File: src/rtl/cordic_pkg.sv
// rtl/cordic_pkg.sv - shared states, control/flag bit map and atan table for the CORDIC sequencer
package cordic_pkg;

  typedef enum logic [2:0] {
    ST_IDLE,
    ST_LOAD,
    ST_ITERATE,
    ST_DONE,
    ST_ERROR
  } state_e;

  localparam int unsigned ITER_W = 5;

  localparam int unsigned CTL_START       = 0;
  localparam int unsigned CTL_STOP        = 1;
  localparam int unsigned CTL_MODE        = 2;
  localparam int unsigned CTL_SYSTEM      = 3;
  localparam int unsigned CTL_ERR_IRQ_EN  = 4;
  localparam int unsigned CTL_RES_IRQ_EN  = 5;
  localparam int unsigned CTL_XY_OVF_STOP = 6;
  localparam int unsigned CTL_Z_OVF_STOP  = 7;
  localparam int unsigned CTL_N_LSB       = 8;
  localparam int unsigned CTL_N_MSB       = 12;

  localparam int unsigned FLG_READY        = 16;
  localparam int unsigned FLG_ERROR        = 17;
  localparam int unsigned FLG_INPUT_ERR    = 18;
  localparam int unsigned FLG_OVF_ERR      = 19;
  localparam int unsigned FLG_X_OVF        = 20;
  localparam int unsigned FLG_Y_OVF        = 21;
  localparam int unsigned FLG_Z_OVF        = 22;
  localparam int unsigned FLG_ELAPSED_LSB  = 23;
  localparam int unsigned FLG_ELAPSED_MSB  = 27;
  localparam int unsigned FLG_OVF_ITER_LSB = 28;
  localparam int unsigned FLG_OVF_ITER_MSB = 31;

  // atan(2^-i) with 2^31 = pi; the last slot is padding, never selected
  localparam logic [31:0] ATAN32 [0:31] = '{
    32'h2000_0000, 32'h12E4_051E, 32'h09FB_385B, 32'h0511_11D4,
    32'h028B_0D43, 32'h0145_D7E1, 32'h00A2_F61E, 32'h0051_7C55,
    32'h0028_BE53, 32'h0014_5F2F, 32'h000A_2F98, 32'h0005_17CC,
    32'h0002_8BE6, 32'h0001_45F3, 32'h0000_A2FA, 32'h0000_517D,
    32'h0000_28BE, 32'h0000_145F, 32'h0000_0A30, 32'h0000_0518,
    32'h0000_028C, 32'h0000_0146, 32'h0000_00A3, 32'h0000_0051,
    32'h0000_0029, 32'h0000_0014, 32'h0000_000A, 32'h0000_0005,
    32'h0000_0003, 32'h0000_0001, 32'h0000_0001, 32'h0000_0000
  };

  // Binary angle scaled so 2^63 = pi; beyond the table atan(2^-i) equals 2^-i to full precision
  function automatic logic [63:0] atan_angle(input logic [5:0] i);
    if (i <= 6'd30) begin
      return {ATAN32[i[4:0]], 32'h0};
    end
    return 64'h517C_C1B7_2722_0A94 >> ({1'b0, i} + 7'd1);
  endfunction

endpackage

File: src/rtl/cordic_microrotation.sv
// rtl/cordic_microrotation.sv - one combinational CORDIC micro-rotation with signed overflow detection
module cordic_microrotation
  import cordic_pkg::*;
#(
  parameter int p_WIDTH = 32
) (
  input  logic signed [p_WIDTH-1:0] x,
  input  logic signed [p_WIDTH-1:0] y,
  input  logic signed [p_WIDTH-1:0] z,
  input  logic        [ITER_W-1:0]  i,
  input  logic                      mode,
  input  logic                      system,
  output logic signed [p_WIDTH-1:0] x_next,
  output logic signed [p_WIDTH-1:0] y_next,
  output logic signed [p_WIDTH-1:0] z_next,
  output logic                      x_ovf,
  output logic                      y_ovf,
  output logic                      z_ovf
);

  localparam logic [p_WIDTH-1:0] LIN_ONE = {2'b01, {(p_WIDTH-2){1'b0}}};

  // Returns {overflow, result}; overflow when effective operand signs agree and the result sign differs
  function automatic logic [p_WIDTH:0] add_sub(input logic [p_WIDTH-1:0] a,
                                               input logic [p_WIDTH-1:0] b,
                                               input logic               sub);
    logic [p_WIDTH-1:0] r;
    logic               same;
    r    = sub ? a - b : a + b;
    same = sub ? (a[p_WIDTH-1] != b[p_WIDTH-1]) : (a[p_WIDTH-1] == b[p_WIDTH-1]);
    return {same && (r[p_WIDTH-1] != a[p_WIDTH-1]), r};
  endfunction

  logic signed [p_WIDTH-1:0] x_shift;
  logic signed [p_WIDTH-1:0] y_shift;
  logic        [p_WIDTH-1:0] z_step;
  logic        [63:0]        ang64;
  logic                      d_pos;
  logic        [p_WIDTH:0]   x_sum;
  logic        [p_WIDTH:0]   y_sum;
  logic        [p_WIDTH:0]   z_sum;

  always_comb begin
    x_shift = x >>> i;
    y_shift = y >>> i;
    ang64   = atan_angle({1'b0, i});
    z_step  = system ? (LIN_ONE >> i) : p_WIDTH'(ang64 >> (64 - p_WIDTH));
    d_pos   = mode ? y[p_WIDTH-1] : ~z[p_WIDTH-1];
    x_sum   = add_sub(x, y_shift, d_pos);
    y_sum   = add_sub(y, x_shift, ~d_pos);
    z_sum   = add_sub(z, z_step, d_pos);
    x_next  = system ? x : x_sum[p_WIDTH-1:0];
    x_ovf   = ~system & x_sum[p_WIDTH];
    y_next  = y_sum[p_WIDTH-1:0];
    y_ovf   = y_sum[p_WIDTH];
    z_next  = z_sum[p_WIDTH-1:0];
    z_ovf   = z_sum[p_WIDTH];
  end

endmodule

File: src/rtl/cordic_sequencer.sv
// rtl/cordic_sequencer.sv - CORDIC engine controller: FSM, iteration counter, flags and bus writeback
module cordic_sequencer
  import cordic_pkg::*;
#(
  parameter int p_WIDTH = 32
) (
  input  logic                      clk,
  input  logic                      rst,
  input  logic signed [p_WIDTH-1:0] xInput,
  input  logic signed [p_WIDTH-1:0] yInput,
  input  logic signed [p_WIDTH-1:0] zInput,
  input  logic        [p_WIDTH-1:0] controlRegisterInput,
  output logic signed [p_WIDTH-1:0] xResult,
  output logic signed [p_WIDTH-1:0] yResult,
  output logic signed [p_WIDTH-1:0] zResult,
  output logic        [p_WIDTH-1:0] controlRegisterOutput,
  output logic                      controlRegisterWriteEnable,
  output logic                      interrupt
);

  localparam logic [p_WIDTH-1:0] CR_RESET = {{(p_WIDTH-17){1'b0}}, 1'b1, 16'h0};

  state_e                    state_q, state_d;
  logic signed [p_WIDTH-1:0] x_q, x_d, y_q, y_d, z_q, z_d;
  logic        [p_WIDTH-1:0] cr_q, cr_d;
  logic        [ITER_W-1:0]  i_q, i_d;
  logic                      we_q, we_d, irq_q, irq_d;

  logic signed [p_WIDTH-1:0] x_nx, y_nx, z_nx;
  logic                      x_ovf, y_ovf, z_ovf;
  logic        [ITER_W-1:0]  n_in, n_q;
  logic                      start_err, ovf_stop, unused_ctl_bits;

  cordic_microrotation #(.p_WIDTH(p_WIDTH)) u_rot (
    .x      (x_q),
    .y      (y_q),
    .z      (z_q),
    .i      (i_q),
    .mode   (cr_q[CTL_MODE]),
    .system (cr_q[CTL_SYSTEM]),
    .x_next (x_nx),
    .y_next (y_nx),
    .z_next (z_nx),
    .x_ovf  (x_ovf),
    .y_ovf  (y_ovf),
    .z_ovf  (z_ovf)
  );

  assign n_in            = controlRegisterInput[CTL_N_MSB:CTL_N_LSB];
  assign n_q             = cr_q[CTL_N_MSB:CTL_N_LSB];
  assign start_err       = (n_in == '0) || (int'(n_in) > p_WIDTH - 2) || controlRegisterInput[CTL_STOP];
  assign ovf_stop        = (cr_q[CTL_XY_OVF_STOP] & (x_ovf | y_ovf)) | (cr_q[CTL_Z_OVF_STOP] & z_ovf);
  assign unused_ctl_bits = ^controlRegisterInput[p_WIDTH-1:CTL_N_MSB+1];

  always_comb begin
    state_d = state_q;
    x_d     = x_q;
    y_d     = y_q;
    z_d     = z_q;
    cr_d    = cr_q;
    i_d     = i_q;
    we_d    = 1'b0;
    irq_d   = 1'b0;
    case (state_q)
      ST_IDLE: begin
        if (controlRegisterInput[CTL_START]) begin
          // Start/stop never appear in the written-back word, so the bus cannot re-trigger
          cr_d                     = '0;
          cr_d[CTL_N_MSB:CTL_MODE] = controlRegisterInput[CTL_N_MSB:CTL_MODE];
          we_d                     = 1'b1;
          if (start_err) begin
            state_d            = ST_ERROR;
            cr_d[FLG_READY]     = 1'b1;
            cr_d[FLG_ERROR]     = 1'b1;
            cr_d[FLG_INPUT_ERR] = 1'b1;
            irq_d               = controlRegisterInput[CTL_ERR_IRQ_EN];
          end else begin
            state_d = ST_LOAD;
          end
        end
      end
      ST_LOAD: begin
        x_d     = xInput;
        y_d     = yInput;
        z_d     = zInput;
        i_d     = '0;
        state_d = ST_ITERATE;
      end
      ST_ITERATE: begin
        if (controlRegisterInput[CTL_STOP]) begin
          state_d         = ST_IDLE;
          cr_d[FLG_READY] = 1'b1;
          we_d            = 1'b1;
        end else begin
          x_d = x_nx;
          y_d = y_nx;
          z_d = z_nx;
          i_d = i_q + 1'b1;
          cr_d[FLG_ELAPSED_MSB:FLG_ELAPSED_LSB] = i_q + 1'b1;
          cr_d[FLG_X_OVF] = cr_q[FLG_X_OVF] | x_ovf;
          cr_d[FLG_Y_OVF] = cr_q[FLG_Y_OVF] | y_ovf;
          cr_d[FLG_Z_OVF] = cr_q[FLG_Z_OVF] | z_ovf;
          if ((x_ovf | y_ovf | z_ovf) && !(|cr_q[FLG_Z_OVF:FLG_X_OVF])) begin
            cr_d[FLG_OVF_ITER_MSB:FLG_OVF_ITER_LSB] = (i_q > 5'd15) ? 4'hF : i_q[3:0];
          end
          if (ovf_stop || (i_q == n_q - 1'b1)) begin
            state_d           = ST_DONE;
            cr_d[FLG_READY]   = 1'b1;
            cr_d[FLG_OVF_ERR] = ovf_stop;
            cr_d[FLG_ERROR]   = ovf_stop;
            we_d              = 1'b1;
            irq_d             = ovf_stop ? cr_q[CTL_ERR_IRQ_EN] : cr_q[CTL_RES_IRQ_EN];
          end
        end
      end
      ST_DONE:  state_d = ST_IDLE;
      ST_ERROR: state_d = ST_IDLE;
      default:  state_d = ST_IDLE;
    endcase
  end

  always_ff @(posedge clk) begin
    if (rst) begin
      state_q <= ST_IDLE;
      x_q     <= '0;
      y_q     <= '0;
      z_q     <= '0;
      cr_q    <= CR_RESET;
      i_q     <= '0;
      we_q    <= 1'b0;
      irq_q   <= 1'b0;
    end else begin
      state_q <= state_d;
      x_q     <= x_d;
      y_q     <= y_d;
      z_q     <= z_d;
      cr_q    <= cr_d;
      i_q     <= i_d;
      we_q    <= we_d;
      irq_q   <= irq_d;
    end
  end

  assign xResult                    = x_q;
  assign yResult                    = y_q;
  assign zResult                    = z_q;
  assign controlRegisterOutput      = cr_q;
  assign controlRegisterWriteEnable = we_q;
  assign interrupt                  = irq_q;

endmodule

File: config.mk
export PLATFORM = sky130hd
export DESIGN_NAME = cordic_sequencer
export DESIGN_NICKNAME = d
export VERILOG_FILES = /design/src/rtl/cordic_pkg.sv /design/src/rtl/cordic_microrotation.sv /design/src/rtl/cordic_sequencer.sv
export SDC_FILE = /design/constraint.sdc
export NUM_CORES = 1
export LEC_CHECK = 0
export ABC_AREA = 1
export BUFFER_PORTS_ARGS = -buffer_cell sky130_fd_sc_hd__buf_4
export CAP_MARGIN = 20
export CORE_MARGIN = 5
export CORE_UTILIZATION = 25
export CTS_CLUSTER_SIZE = 20
export DETAILED_ROUTE_END_ITERATION = 6
export GPL_TIMING_DRIVEN = 0
export PLACE_DENSITY = 0.5
export SYNTH_ARGS = -nofsm -noshare
export SYNTH_HDL_FRONTEND = slang
export SYNTH_HIERARCHICAL = 1
export SYNTH_SLANG_ARGS = --single-unit
File: constraint.sdc
create_clock -name clk -period 6.5 [get_ports clk]
set_clock_uncertainty 0.15 [all_clocks]
set_input_delay 1.3 -clock clk [delete_from_list [all_inputs] [get_ports clk]]
set_output_delay 1.3 -clock clk [all_outputs]
set_load 0.05 [all_outputs]
==> results.ini, run 1 <==
[pwr]
p_sw_w=0.00417
switching_share=0.569
intPower_w=0.00317
p_leak_nw=11.2
power_w=0.00734
power_frac_seq=0.140
power.ir.vdd_worst_v=0.000182
clockPowerShare=0.153
power_frac_comb=0.707
power_density_mw_per_mm2=331

[layout]
fin_nets=3732
multi_input_area_mm2=0.0139
syn_to_final_growth_pct=21.6
n_fill_cell=8314
regArea_mm2=0.00267
drive_above_1_share=0.149

[global_routing]
antenna_found_initial=4
grt.total_usage=0.234
grt.overflow.total=0
grt_pass1_vias=22100
grt_max_degree=20
grt_pass1_wl_um=141000

[worst_setup_path]
r2r_cells=39
crit_arrival_ns=6.36
cp_slowest_cell=dfxtp_2
r2r_slack_ns=0.40
r2r_end=controlRegisterOutput[17]
cp-startpoint=i_q[3]
worstReg2RegStart=i_q[3]
cp-start-kind=flop
worstPathRequired_ns=6.76
cpPeakStageDelay_ns=0.46
critPathCaptureType=flop
path_max_fanout=10
critPathKind=reg -> reg
cp_common_cell=nand2_1

[die]
dieArea_mm2=0.0785
die_height_um=280
core_area_mm2=0.0727
die_width_um=280
fp-row-count=99
initial_utilization=0.251
io-pin-count=260

[synthesis]
yosys_register_bits=133
ys.warnings.count=6
syn_area_mm2=0.0182
synth_top_cell_area_share=0.218
synth_area_leaders=nand2_1 (22%), dfxtp_1 (15%), nand3_1 (9.7%)
async_reset_ff_frac=0
synth_most_common_cell=nand2_1
ys_types=58
ys_top_cells_by_count=nand2_1 (1061), nand3_1 (354), inv_1 (255)
synth_seq_area_share=0.146
synth-edff-count=0
yosys.area.top_type=nand2_1
syn_inst=3234
avgSynthCellArea_um2=5.64
ys.flop_type=dfxtp_1

[routing]
wl_per_cell_um=21.3
drt_iter0_drc=1936
ant_nets=0
num_vias=23300
wl_um=95200
viasPerCell=5.22
drc=0
dr.pass1.iters=7

[timing]
setup_viol=0
fin_crit_ns=6.10
maxSlewHeadroom=0.240
worst_pin_slew_ns=1.14
fmax_mhz=164
slew_viol_final=0
fin_crit_sh=0.939
hold_violations=0
worst_slack_ns=0.397

[hold_path]
hold_end=controlRegisterOutput[29]
whs_path_depth=2
hold_class=reg -> reg
min_from=controlRegisterOutput[29]

[outcome]
status=finished, final reports clean

[flow_run]
drv_cap=0

[cts]
clockBufferDepth=2
clock-sinks=133
cts_buffers=17
path_clk_slew_ns=0.08
root_buffer=clkbuf_16
h-tree-depth=4
cts_tree=yes
clk_latency_ns=0.52
hold_buffers=0

[placement]
place_hpwl_um=77000
pre_cts_slack_ns=-0.813
place.gp.congestion=1.03
io_buffers=234

-- cells by family (layout without fill, tap and decap cells) --
kind of cell               after synthesis  after routing  share of synthesized area
DFF                                    133            133                      0.146
AOI/OAI and AO/OA                      647            647                      0.199
other                                    1              8                   0.000205
xor gates and xnor gates               138            138                     0.0662
buffers and inverters                  440            708                      0.104
and+or+nand+nor                       1766           1766                      0.409
adders and majority gates              109            109                     0.0760
-- critical path, delay by kind of cell, from the launching register on --
kind                       cells  cell delay [ns]
buffers and inverters          8             1.47
and+or+nand+nor               24             2.66
adders and majority gates      2             0.45
DFF                            1             0.46
AOI/OAI and AO/OA              5             0.79
-- area by class of cell --
class	instances	share of cell area
diodes	3	0.000338
repair buffers	239	0.0809
multi-input cells	2665	0.628
clock buffers	17	0.0192
well taps	959	0.0541
clock inverters	15	0.00896
flip-flops and latches	133	0.120
inverters	277	0.0470
plain buffers	160	0.0410
-- per-layer routing --
metal	GRT usage	vias to the layer above	wire, um
met4	0.0813	2	3330
li1	-	11300	-
met5	0	-	19
met3	0.0436	163	7260
met1	0.315	10900	42300
met2	0.375	927	42300
-- how the worst max path moves through the flow --
stage | end | slack (ns) | cells past startpoint
floorplan | controlRegisterOutput[17] | 1.23 | 40
global placement | controlRegisterOutput[17] | -0.79 | 35
detailed placement | controlRegisterOutput[17] | -0.81 | 35
CTS | controlRegisterOutput[17] | 0.000009 | 35
global route | controlRegisterOutput[17] | -0.02 | 46
finish | controlRegisterOutput[17] | 0.40 | 39
-- timing repair --
item / CTS / global route
pin swaps: 1 / 13
gates cloned: 0 / 0
gates resized for setup: 37 / 78
setup endpoints to repair: 19 / 12
setup buffers: 1 / 4
-- metrics by stage --
step | cells | util | cell area (um^2) | TNS, ns | hold WS (ns)
final | 4468 | 0.305 | 22200 | 0 | 0.322
after floorplan | 3238 | - | 18300 | 0 | 0.404
after global placement | 4431 | 0.292 | 21200 | -8.26 | 0.309
after global routing | 4465 | 0.305 | 22200 | -0.0364 | 0.347
after detailed placement | 4431 | 0.292 | 21200 | -8.73 | 0.312
after CTS | 4462 | 0.302 | 21900 | 0 | 0.325
-- power by group through the flow --
stage                     Clock, W  Combinational [W]  Sequential, W
after global routing       0.00118            0.00573        0.00104
after CTS                  0.00116            0.00502        0.00103
after detailed placement         0            0.00498        0.00105
after floorplan                  0            0.00335        0.00125
final                      0.00112            0.00519        0.00103
after global placement           0            0.00498        0.00105
-- state kept, by name, summed over array words and instances (netlist names) --
register and count:
controlRegisterOutput 27, state_q 3, xResult 32, interrupt 1, controlRegisterWriteEnable 1, i_q 5
yResult 32, zResult 32
-- placed cells by master (no fill, tap or decap), types with 12 or more instances in the layout --
| master | instances |
|---|---|
| a21oi_1 | 147 |
| a21oi_2 | 16 |
| a31oi_1 | 116 |
| buf_1 | 13 |
| buf_2 | 57 |
| buf_4 | 262 |
| clkbuf_1 | 40 |
| clkbuf_16 | 17 |
| dfxtp_1 | 129 |
| ha_1 | 102 |
| inv_1 | 253 |
| inv_2 | 15 |
| nand2_1 | 1054 |
| nand2_2 | 21 |
| nand3_1 | 349 |
| nand4_1 | 20 |
| nor2_1 | 215 |
| nor2_2 | 12 |
| nor3_1 | 20 |
| o211ai_1 | 21 |
| o21ai_0 | 227 |
| o21ai_1 | 49 |
| o21ai_2 | 13 |
| or2_2 | 23 |
| xnor2_1 | 49 |
| xor2_1 | 89 |
Note: power is estimated with default switching activity, not from simulation.
==> run 2: changes to the inputs <==
Settings changed: GPL_TIMING_DRIVEN 0 to default.
==> run 2 against run 1 <==
Net effect:
- sequential share of layout area up 0.17 points
- total power shrank 2.8%
- via count shrank 6.5%
- core utilization decreased by 0.39 points
- fmax is 3.3% higher
- clock power is essentially flat
- largest power group unchanged
- highest routed layer is now met4
==> results.ini, run 2 (same netlist as run 1, synthesis figures left out) <==
[routing]
ant_nets=0
wl_um=75700
wl_per_cell_um=17.3
drc=0
viasPerCell=4.97
dr.pass1.iters=6
num_vias=21800
drt_iter0_drc=1676

[timing]
rsz0062_at_grt=false
finalSetupTns_ns=0
fin_crit_sh=0.909
setup_viol=0
slew_viol_final=0
worst_slack_ns=0.590
maxSlewHeadroom=0.381
fmax_mhz=169
fin_crit_ns=5.91
worst_pin_slew_ns=0.929
hold_violations=0

[placement]
placedCellCount=4354
dpl_cell_area_mm2=0.0211
place.gp.congestion=0.941
pre_cts_slack_ns=0.375
io_buffers=235
place_hpwl_um=60600

[global_routing]
grt_util_met1=0.255
grt.total_usage=0.186
grt_pass1_wl_um=117000
met2_usage=0.297
grt_pass1_vias=20400
antenna_found_initial=0
use_met3=0.0336
grt_max_degree=101
top_usage_layer=met2
grt.overflow.total=0

[layout]
stdcell_count=4389
fin_nets=3656
drive_above_1_share=0.136
syn_to_final_growth_pct=20.1
antenna_cells=0
layout_common_cells=nand2_1 (1058), nand3_1 (354), buf_4 (312), inv_1 (252), o21ai_0 (236)
final_util=0.301
layout_commonest_cell=nand2_1
fin_area_mm2=0.0219

[die]
die_height_um=280
fp-row-count=99
io-pin-count=260
core_area_mm2=0.0727
dieArea_mm2=0.0785
initial_utilization=0.251
die_width_um=280

[flow_run]
drv_cap=0

[worst_setup_path]
critPathCaptureType=flop
critPathKind=reg -> reg
cp_slowest_cell=dfxtp_4
r2r_cells=35
crit_arrival_ns=6.15
path_max_fanout=21
cp-start-kind=flop
cpPeakStageDelay_ns=0.40
cp_common_cell=nand2_1
worstPathRequired_ns=6.74

[cts]
root_buffer=clkbuf_16
h-tree-depth=4
cts_tree=yes
clockBufferDepth=2
cts_buffers=17
path_clk_slew_ns=0.07
clk_latency_ns=0.50
clock-sinks=133
hold_buffers=0

[pwr]
power.ir.vdd_worst_v=0.000197
p_leak_nw=11.0
power_density_mw_per_mm2=326

[hold_path]
hold_class=reg -> reg
whs_path_depth=2

[outcome]
status=finished, final reports clean

==> run 2: cell count changes in the layout (fill, tap and decap cells not counted), moves of 7 or more <==
cell | before | now
buf_6 | 10 | 2
a21oi_2 | 16 | 7
a21oi_1 | 147 | 157
buf_1 | 13 | 0
clkbuf_2 | 8 | 0
buf_12 | 0 | 7
clkbuf_1 | 40 | 0
o21ai_0 | 227 | 236
buf_2 | 57 | 0
buf_4 | 262 | 312
o21ai_2 | 13 | 6
==> run 2: critical path, delay by kind of cell, from the launching register on <==
kind / cells / cell delay, ns
AND/OR/NAND/NOR: 22 / 2.68
AO/OA/AOI/OAI: 7 / 1.51
buffers and inverters: 4 / 0.60
flip-flops: 1 / 0.40
adder cells (fa/ha/maj): 1 / 0.31
XOR/XNOR: 1 / 0.14
==> run 2: cell type report <==
cell class                 count  area (um^2)
sequential                   133         2680
clock buffer                  17          425
multi-input combinational   2665        13800
fill                        8302        50800
inverter                     277         1050
timing repair buffer         323         2550
clock inverter                15          211
tap                          959         1200
==> run 2: timing repair <==
action	4_1_cts	5_1_grt
resized for setup	0	32
setup buffers	0	1
setup endpoints to repair	0	10
==> run 2: metrics by stage <==
stage | hold WS, ns | power, W
after global routing | 0.343 | 0.00781
after CTS | 0.322 | 0.00712
after global placement | 0.308 | 0.00598
final | 0.317 | 0.00713
after floorplan | 0.404 | 0.00460
after detailed placement | 0.310 | 0.00597
==> run 2: where the power goes <==
part / switching (W) / internal, W
logic: 0.00330 / 0.00170
registers: 0.000132 / 0.000896
clock network: 0.000483 / 0.000623
total: 0.00391 / 0.00322
==> run 2: metal layers <==
metal  vias up  part of all wire
li1      11100                 -
met5         -                 0
met1     10000              0.47
met3        91             0.059
met4         0             0.027
met2       603              0.44
==> run 2: worst paths after layout <==
| check | from | endpoint | slack (ns) |
|---|---|---|---|
| setup reg to reg | i_q[0] | controlRegisterOutput[17] | 0.59 |
| setup / recovery | i_q[0] | controlRegisterOutput[17] | 0.59 |
| hold / removal | controlRegisterOutput[31] | controlRegisterOutput[31] | 0.32 |
| hold reg to reg | controlRegisterOutput[31] | controlRegisterOutput[31] | 0.32 |
